$ cat config.mk
export PLATFORM = sky130hd
export DESIGN_NAME = vsa_mem_responder_flat
export DESIGN_NICKNAME = d
export VERILOG_FILES = /design/src/rtl/vsa_mem_responder_if.sv /design/src/rtl/vsa_mem_responder.sv /design/src/flat_wrapper.sv
export SDC_FILE = /design/constraint.sdc
export NUM_CORES = 1
export LEC_CHECK = 0
export CORE_UTILIZATION = 60
export DETAILED_ROUTE_END_ITERATION = 8
export HOLD_SLACK_MARGIN = 0.06
export MAX_ROUTING_LAYER = met4
export PLACE_DENSITY_LB_ADDON = 0.1
export SLEW_MARGIN = 20
export SYNTH_ARGS = -nofsm -noshare
export SYNTH_HDL_FRONTEND = slang
export SYNTH_SLANG_ARGS = --single-unit
$ cat constraint.sdc
create_clock -name clock -period 3.6 [get_ports clock]
set_clock_uncertainty 0.2 [all_clocks]
set_input_delay 0.54 -clock clock [delete_from_list [all_inputs] [get_ports clock]]
set_output_delay 0.54 -clock clock [all_outputs]
set_load 0.02 [all_outputs]
$ cat src/rtl/vsa_mem_responder_if.sv
// Core and loader bus between the VSA core and its memory responder.
// master = core/loader side, slave = responder side.
interface vsa_mem_responder_if;
   logic [4:0]  PC;
   logic [11:0] instruction;
   logic [4:0]  ALUOutput;
   logic [4:0]  dataout;
   logic        wr;
   logic [4:0]  datain;
   logic        ld_valid;
   logic        ld_ready;
   logic        ld_sel;
   logic [4:0]  ld_addr;
   logic [11:0] ld_data;

   modport master (
      output PC, ALUOutput, dataout, wr,
      output ld_valid, ld_sel, ld_addr, ld_data,
      input  instruction, datain, ld_ready
   );

   modport slave (
      input  PC, ALUOutput, dataout, wr,
      input  ld_valid, ld_sel, ld_addr, ld_data,
      output instruction, datain, ld_ready
   );
endinterface

$ cat src/rtl/vsa_mem_responder.sv
// Memory responder for the 12-bit VSA core: instruction store, data store,
// phase tracking so fetches land in IF, and a valid/ready preload port.
//
// state   | meaning
// PH_IF   | core samples instruction
// PH_ID   | decode
// PH_EX   | execute, ALUOutput settling
// PH_MEM  | data access, wr may be asserted
// PH_WB   | writeback, PC stable; fetch edge ends this phase
module vsa_mem_responder #(
   parameter int          IMEM_DEPTH = 32,
   parameter int          DMEM_DEPTH = 32,
   parameter logic [11:0] IRESET     = 12'h000
) (
   input  logic                clock,
   input  logic                reset_n,
   vsa_mem_responder_if.slave  bus,
   output logic [2:0]          phase,
   output logic                misalign,
   output logic [7:0]          st_count
);

   typedef enum logic [2:0] {
      PH_IF  = 3'd0,
      PH_ID  = 3'd1,
      PH_EX  = 3'd2,
      PH_MEM = 3'd3,
      PH_WB  = 3'd4
   } phaseState;

   phaseState   state;
   logic [11:0] imem [IMEM_DEPTH];
   logic [4:0]  dmem [DMEM_DEPTH];
   logic        ldFire;

   // Core store owns the data store; the fetch edge owns the instruction store.
   assign bus.ld_ready = !((bus.ld_sel && bus.wr) ||
                           (!bus.ld_sel && (state == PH_WB)));
   assign ldFire       = bus.ld_valid && bus.ld_ready;

   assign bus.datain = dmem[bus.ALUOutput];
   assign phase      = state;

   always_ff @(posedge clock or negedge reset_n) begin
      if (!reset_n) begin
         state           <= PH_IF;
         bus.instruction <= IRESET;
         misalign        <= 1'b0;
         st_count        <= 8'h00;
      end else begin
         case (state)
            PH_IF:   state <= PH_ID;
            PH_ID:   state <= PH_EX;
            PH_EX:   state <= PH_MEM;
            PH_MEM:  state <= PH_WB;
            PH_WB:   state <= PH_IF;
            default: state <= PH_IF;
         endcase

         if (state == PH_WB) begin
            bus.instruction <= imem[bus.PC];
            if (bus.PC[0])
               misalign <= 1'b1;
         end

         if (bus.wr && (st_count != 8'hFF))
            st_count <= st_count + 8'd1;
      end
   end

   // Storage is deliberately left out of reset so a preloaded program survives it.
   always_ff @(posedge clock) begin
      if (ldFire && !bus.ld_sel)
         imem[bus.ld_addr] <= bus.ld_data;

      if (bus.wr)
         dmem[bus.ALUOutput] <= bus.dataout;
      else if (ldFire && bus.ld_sel)
         dmem[bus.ld_addr] <= bus.ld_data[4:0];
   end

endmodule

$ cat src/flat_wrapper.sv
// flat-port wrapper written by rule: the top's interface ports become plain ports
module vsa_mem_responder_flat 
#(
   parameter int          IMEM_DEPTH = 32,
   parameter int          DMEM_DEPTH = 32,
   parameter logic [11:0] IRESET     = 12'h000
)
  (clock, reset_n, phase, misalign, st_count, bus_PC, bus_ALUOutput, bus_dataout, bus_wr, bus_ld_valid, bus_ld_sel, bus_ld_addr, bus_ld_data, bus_instruction, bus_datain, bus_ld_ready);
  vsa_mem_responder_if bus_i ();
  input  logic clock;
  input  logic reset_n;
  output logic [2:0] phase;
  output logic misalign;
  output logic [7:0] st_count;
  input wire logic [$bits(bus_i.PC)-1:0] bus_PC;
  input wire logic [$bits(bus_i.ALUOutput)-1:0] bus_ALUOutput;
  input wire logic [$bits(bus_i.dataout)-1:0] bus_dataout;
  input wire logic [$bits(bus_i.wr)-1:0] bus_wr;
  input wire logic [$bits(bus_i.ld_valid)-1:0] bus_ld_valid;
  input wire logic [$bits(bus_i.ld_sel)-1:0] bus_ld_sel;
  input wire logic [$bits(bus_i.ld_addr)-1:0] bus_ld_addr;
  input wire logic [$bits(bus_i.ld_data)-1:0] bus_ld_data;
  output wire logic [$bits(bus_i.instruction)-1:0] bus_instruction;
  output wire logic [$bits(bus_i.datain)-1:0] bus_datain;
  output wire logic [$bits(bus_i.ld_ready)-1:0] bus_ld_ready;
  assign bus_i.PC = bus_PC;
  assign bus_i.ALUOutput = bus_ALUOutput;
  assign bus_i.dataout = bus_dataout;
  assign bus_i.wr = bus_wr;
  assign bus_i.ld_valid = bus_ld_valid;
  assign bus_i.ld_sel = bus_ld_sel;
  assign bus_i.ld_addr = bus_ld_addr;
  assign bus_i.ld_data = bus_ld_data;
  assign bus_instruction = bus_i.instruction;
  assign bus_datain = bus_i.datain;
  assign bus_ld_ready = bus_i.ld_ready;
  vsa_mem_responder #(.IMEM_DEPTH(IMEM_DEPTH), .DMEM_DEPTH(DMEM_DEPTH), .IRESET(IRESET)) u_core (.clock(clock), .reset_n(reset_n), .bus(bus_i), .phase(phase), .misalign(misalign), .st_count(st_count));
endmodule
==> impl_metrics.tcl <==
set metrics [dict create \
    status "finished clean" \
    routed_wl_um 49400 \
    swShare_pct 21.5 \
    start_util_pct 61.0 \
    maxCapViolCount 0 \
    gr-total-overflow 0 \
    cp.arrival_ns 2.65 \
    diodes 0 \
    antenna_found_initial 0 \
    layout_min_cycle_time_ns 3.39 \
    synth_xor_area_share_pct 0.314 \
    dr.pass1.iters 6 \
    cp_common_cell "mux4_2" \
    critPathLaunchType "flip-flop" \
    fp.dieH_um 195 \
    multi_input_area_um2 5040 \
    vias 11572 \
    path_max_fanout 1 \
    seqPwrFrac_pct 53.3 \
    crit_path_cell_trace "mux4_2 > mux4_2 > mux2_2 > dlygate4sd2_1" \
    power.switching_w 0.00299 \
    drt-initial-drc-count 1083 \
    critPathSlowestCell "mux4_2" \
    cp_num_buf_inv 1 \
    io_pins 67 \
    finalMaxSlewViolations 0 \
    pwr_density_cell_nw_per_um2 540 \
    r2r_end "u_core.imem[30][10]$_DFFE_PP_" \
    root_buffer "clkbuf_16" \
    hpwl_um 30800 \
    synth_nets 1231 \
    internal_power_w 0.0109 \
    synthAdderAreaFrac_pct 0.0561 \
    hold_violations 0 \
    fin_crit_sh_pct 94.0 \
    numClockSinks 568 \
    fin_nets 1374 \
    synthMuxAreaShare_pct 14.3 \
    clock_latency_ns 0.60 \
    synth_seq_area_share_pct 75.9 \
    r2r-start "u_core.phase[0]$_DFF_PN0_" \
    clk_pin_slew_ns 0.07 \
    cp.required_ns 2.86 \
    cp_top_family "multiplexers" \
    worstMarginPinSlew_ns 0.703 \
    synthSimpleGateAreaFrac_pct 2.63 \
    synth_compound_area_share_pct 5.18 \
    cts_tree "yes" \
    yosys_warnings 0 \
    worst-r2r-cell-count 6 \
    cts_max_path_buffers 3 \
    power_frac_comb_pct 7.2 \
    synth_cell_type_count 37 \
    p_leak_nw 8.84 \
    total_power_w 0.0139 \
    grt_pass1_vias 11583 \
    drive_above_1_share_pct 17.0 \
    vdd_drop_max_uv 436 \
    postCtsHoldBufs 0 \
    slowest_delay_ns 0.51 \
    routedWlPerCell_um 26.7 \
    drtAntennaViolNets 0 \
    place.gp.congestion 0.875 \
    grt_start_max_net_pins 53 \
    cts.htree.levels 2 \
    relSlewSlack_pct 53.1 \
    viasPerCell 6.27 \
    synth_top_family_by_area "multiplexers" \
    path_class "flip-flop to primary output" \
    endpoint_kind "primary output" \
    reg2reg_slack_ns 1.32 \
    syn_inst 1193 \
    grt_use_total_pct 27.7 \
    drc 0 \
    design_area_um2 25800 \
    p_clk_share_pct 39.4 \
    die_width_um 195 \
    dpl-instance-area_um2 24000 \
    synth-seq-cells 568 \
    numPortBuffers 66 \
    syn-cell-area_um2 22300 \
    seqCellArea_um2 16900 \
    die_area_um2 38000 \
    cts_made_buffers 54 \
    min_path_type "primary input to asynchronous set/reset pin" \
    grt_pass1_wl_um 74000 \
    setup_violations 0 \
    rows 70 \
    core-area_um2 36600 \
    avgSynthCellArea_um2 18.7 \
    areaGrowthSynthToFinish_pct 15.5 \
    clock.fmax_mhz 295 \
    rsz0062_at_grt "false" \
    nFillCells 2336 \
]
registers in the layout, indices dropped and copies added (netlist names):
signal                  cells
u_core.misalign             1
u_core.dmem               160
u_core.st_count             8
u_core.phase                3
u_core.bus.instruction     12
u_core.imem               384
metal layers:
metal  vias to the layer above  share of wire, %  GRT usage [%]
met2                       432                50           44.0
met3                       100               5.7           3.38
met5                         -                 0              -
met1                      5914                41           37.4
met4                         0               3.2           9.86
li1                       5126                 -              -
metrics by stage:
| step | std cells | setup WS (ns) | hold slack [ns] | utilization [%] | setup TNS [ns] |
|---|---|---|---|---|---|
| floorplan | 1193 | 0.609 | 0.0444 | - | 0 |
| global placement | 1747 | 0.00886 | 0.256 | 65.7 | 0 |
| detailed placement | 1747 | -0.0153 | 0.265 | 65.7 | -0.0206 |
| CTS | 1847 | 0.00100 | 0.128 | 70.4 | 0 |
| global route | 1847 | 0.160 | 0.146 | 70.4 | 0 |
| finish | 1847 | 0.215 | 0.144 | 70.4 | 0 |
worst max path at each step:
stage                                       from             to  slack, ns  cells after the start
finish               u_core.dmem[3][1]$_DFFE_PP_  bus_datain[1]       0.21                      4
global placement                bus_ALUOutput[0]  bus_datain[2]      0.009                      6
CTS                 u_core.dmem[11][3]$_DFFE_PP_  bus_datain[3]      0.001                      4
global route         u_core.dmem[3][1]$_DFFE_PP_  bus_datain[1]       0.16                      4
detailed placement              bus_ALUOutput[0]  bus_datain[2]      -0.02                      6
floorplan                       bus_ALUOutput[1]  bus_datain[0]       0.61                      5
cell usage after synthesis (all sizes together):
cell | number | share of area (%)
a21oi | 25 | 0.56
a221oi | 24 | 0.94
a22o | 24 | 0.94
a22oi | 48 | 1.6
a31o | 1 | 0.039
a31oi | 3 | 0.084
and2 | 1 | 0.028
and3 | 3 | 0.084
and4b | 1 | 0.045
buf | 34 | 1.1
clkbuf | 33 | 0.55
dfrtp | 24 | 2.7
edfxtp | 544 | 73
ha | 1 | 0.056
inv | 2 | 0.034
mux2 | 12 | 0.61
mux2i | 193 | 8.7
mux4 | 50 | 5.0
nand2 | 36 | 0.61
nand2b | 6 | 0.17
nand3 | 3 | 0.067
nand3b | 3 | 0.10
nand4 | 2 | 0.056
nor2 | 75 | 1.3
nor2b | 4 | 0.11
nor4bb | 1 | 0.045
o21ai | 3 | 0.067
o22ai | 12 | 0.34
o31ai | 1 | 0.034
o32a | 2 | 0.090
o41ai | 12 | 0.47
or2 | 2 | 0.056
xnor2 | 6 | 0.24
xor2 | 2 | 0.078
power groups by stage:
stage	Clock [W]	Sequential, W	Combinational (W)
after floorplan	0	0.00761	0.000480
after global placement	0	0.00756	0.000989
after detailed placement	0	0.00756	0.00101
after CTS	0.00554	0.00742	0.00101
after global routing	0.00579	0.00743	0.00107
final	0.00549	0.00742	0.00101
cells in the final DEF, fill, tap and decap left out, types with 3 or more instances in the layout:
cell type / netlist / layout
a31oi_1: 3 / 3
dlygate4sd2_1: 0 / 4
mux2_2: 12 / 12
mux2i_1: 193 / 193
a22o_1: 24 / 24
o22ai_1: 12 / 12
nand2b_1: 6 / 6
dfrtp_1: 24 / 24
a221oi_1: 24 / 24
nand3b_1: 3 / 3
clkinv_2: 0 / 8
mux4_2: 50 / 50
nor2_1: 75 / 74
clkbuf_16: 0 / 57
clkinv_1: 0 / 13
a22oi_1: 48 / 48
clkdlybuf4s50_1: 0 / 58
buf_4: 12 / 75
clkinvlp_4: 0 / 3
xnor2_1: 6 / 6
o41ai_1: 12 / 12
and3_1: 3 / 3
edfxtp_1: 544 / 544
nand2_1: 36 / 36
a21oi_1: 25 / 25
bufinv_16: 0 / 3
o21ai_0: 3 / 3
buf_12: 0 / 13
nand3_1: 3 / 3
clkbuf_1: 33 / 11
kinds of logic after synthesis:
| logic type | count (synthesis) |
|---|---|
| compound gates | 155 |
| xor+xnor | 8 |
| fa+ha+maj | 1 |
| buf+inv | 69 |
| flops | 568 |
| mux | 255 |
| simple gates | 137 |
timing repair:
item,4_1_cts,5_1_grt
setup endpoints to repair,5,1
buffers inserted,0,0
pin swaps,0,0
resized for setup,5,1
cloned,1,0
cell type report:
class	count	area share (%)
multi-input combinational	556	19.6
inverter	2	0.0291
clock buffer	70	5.80
tap	468	2.27
timing repair buffer	154	5.83
sequential	568	65.7
clock inverter	29	0.849
No activity file was read; power rests on OpenSTA's default activity.
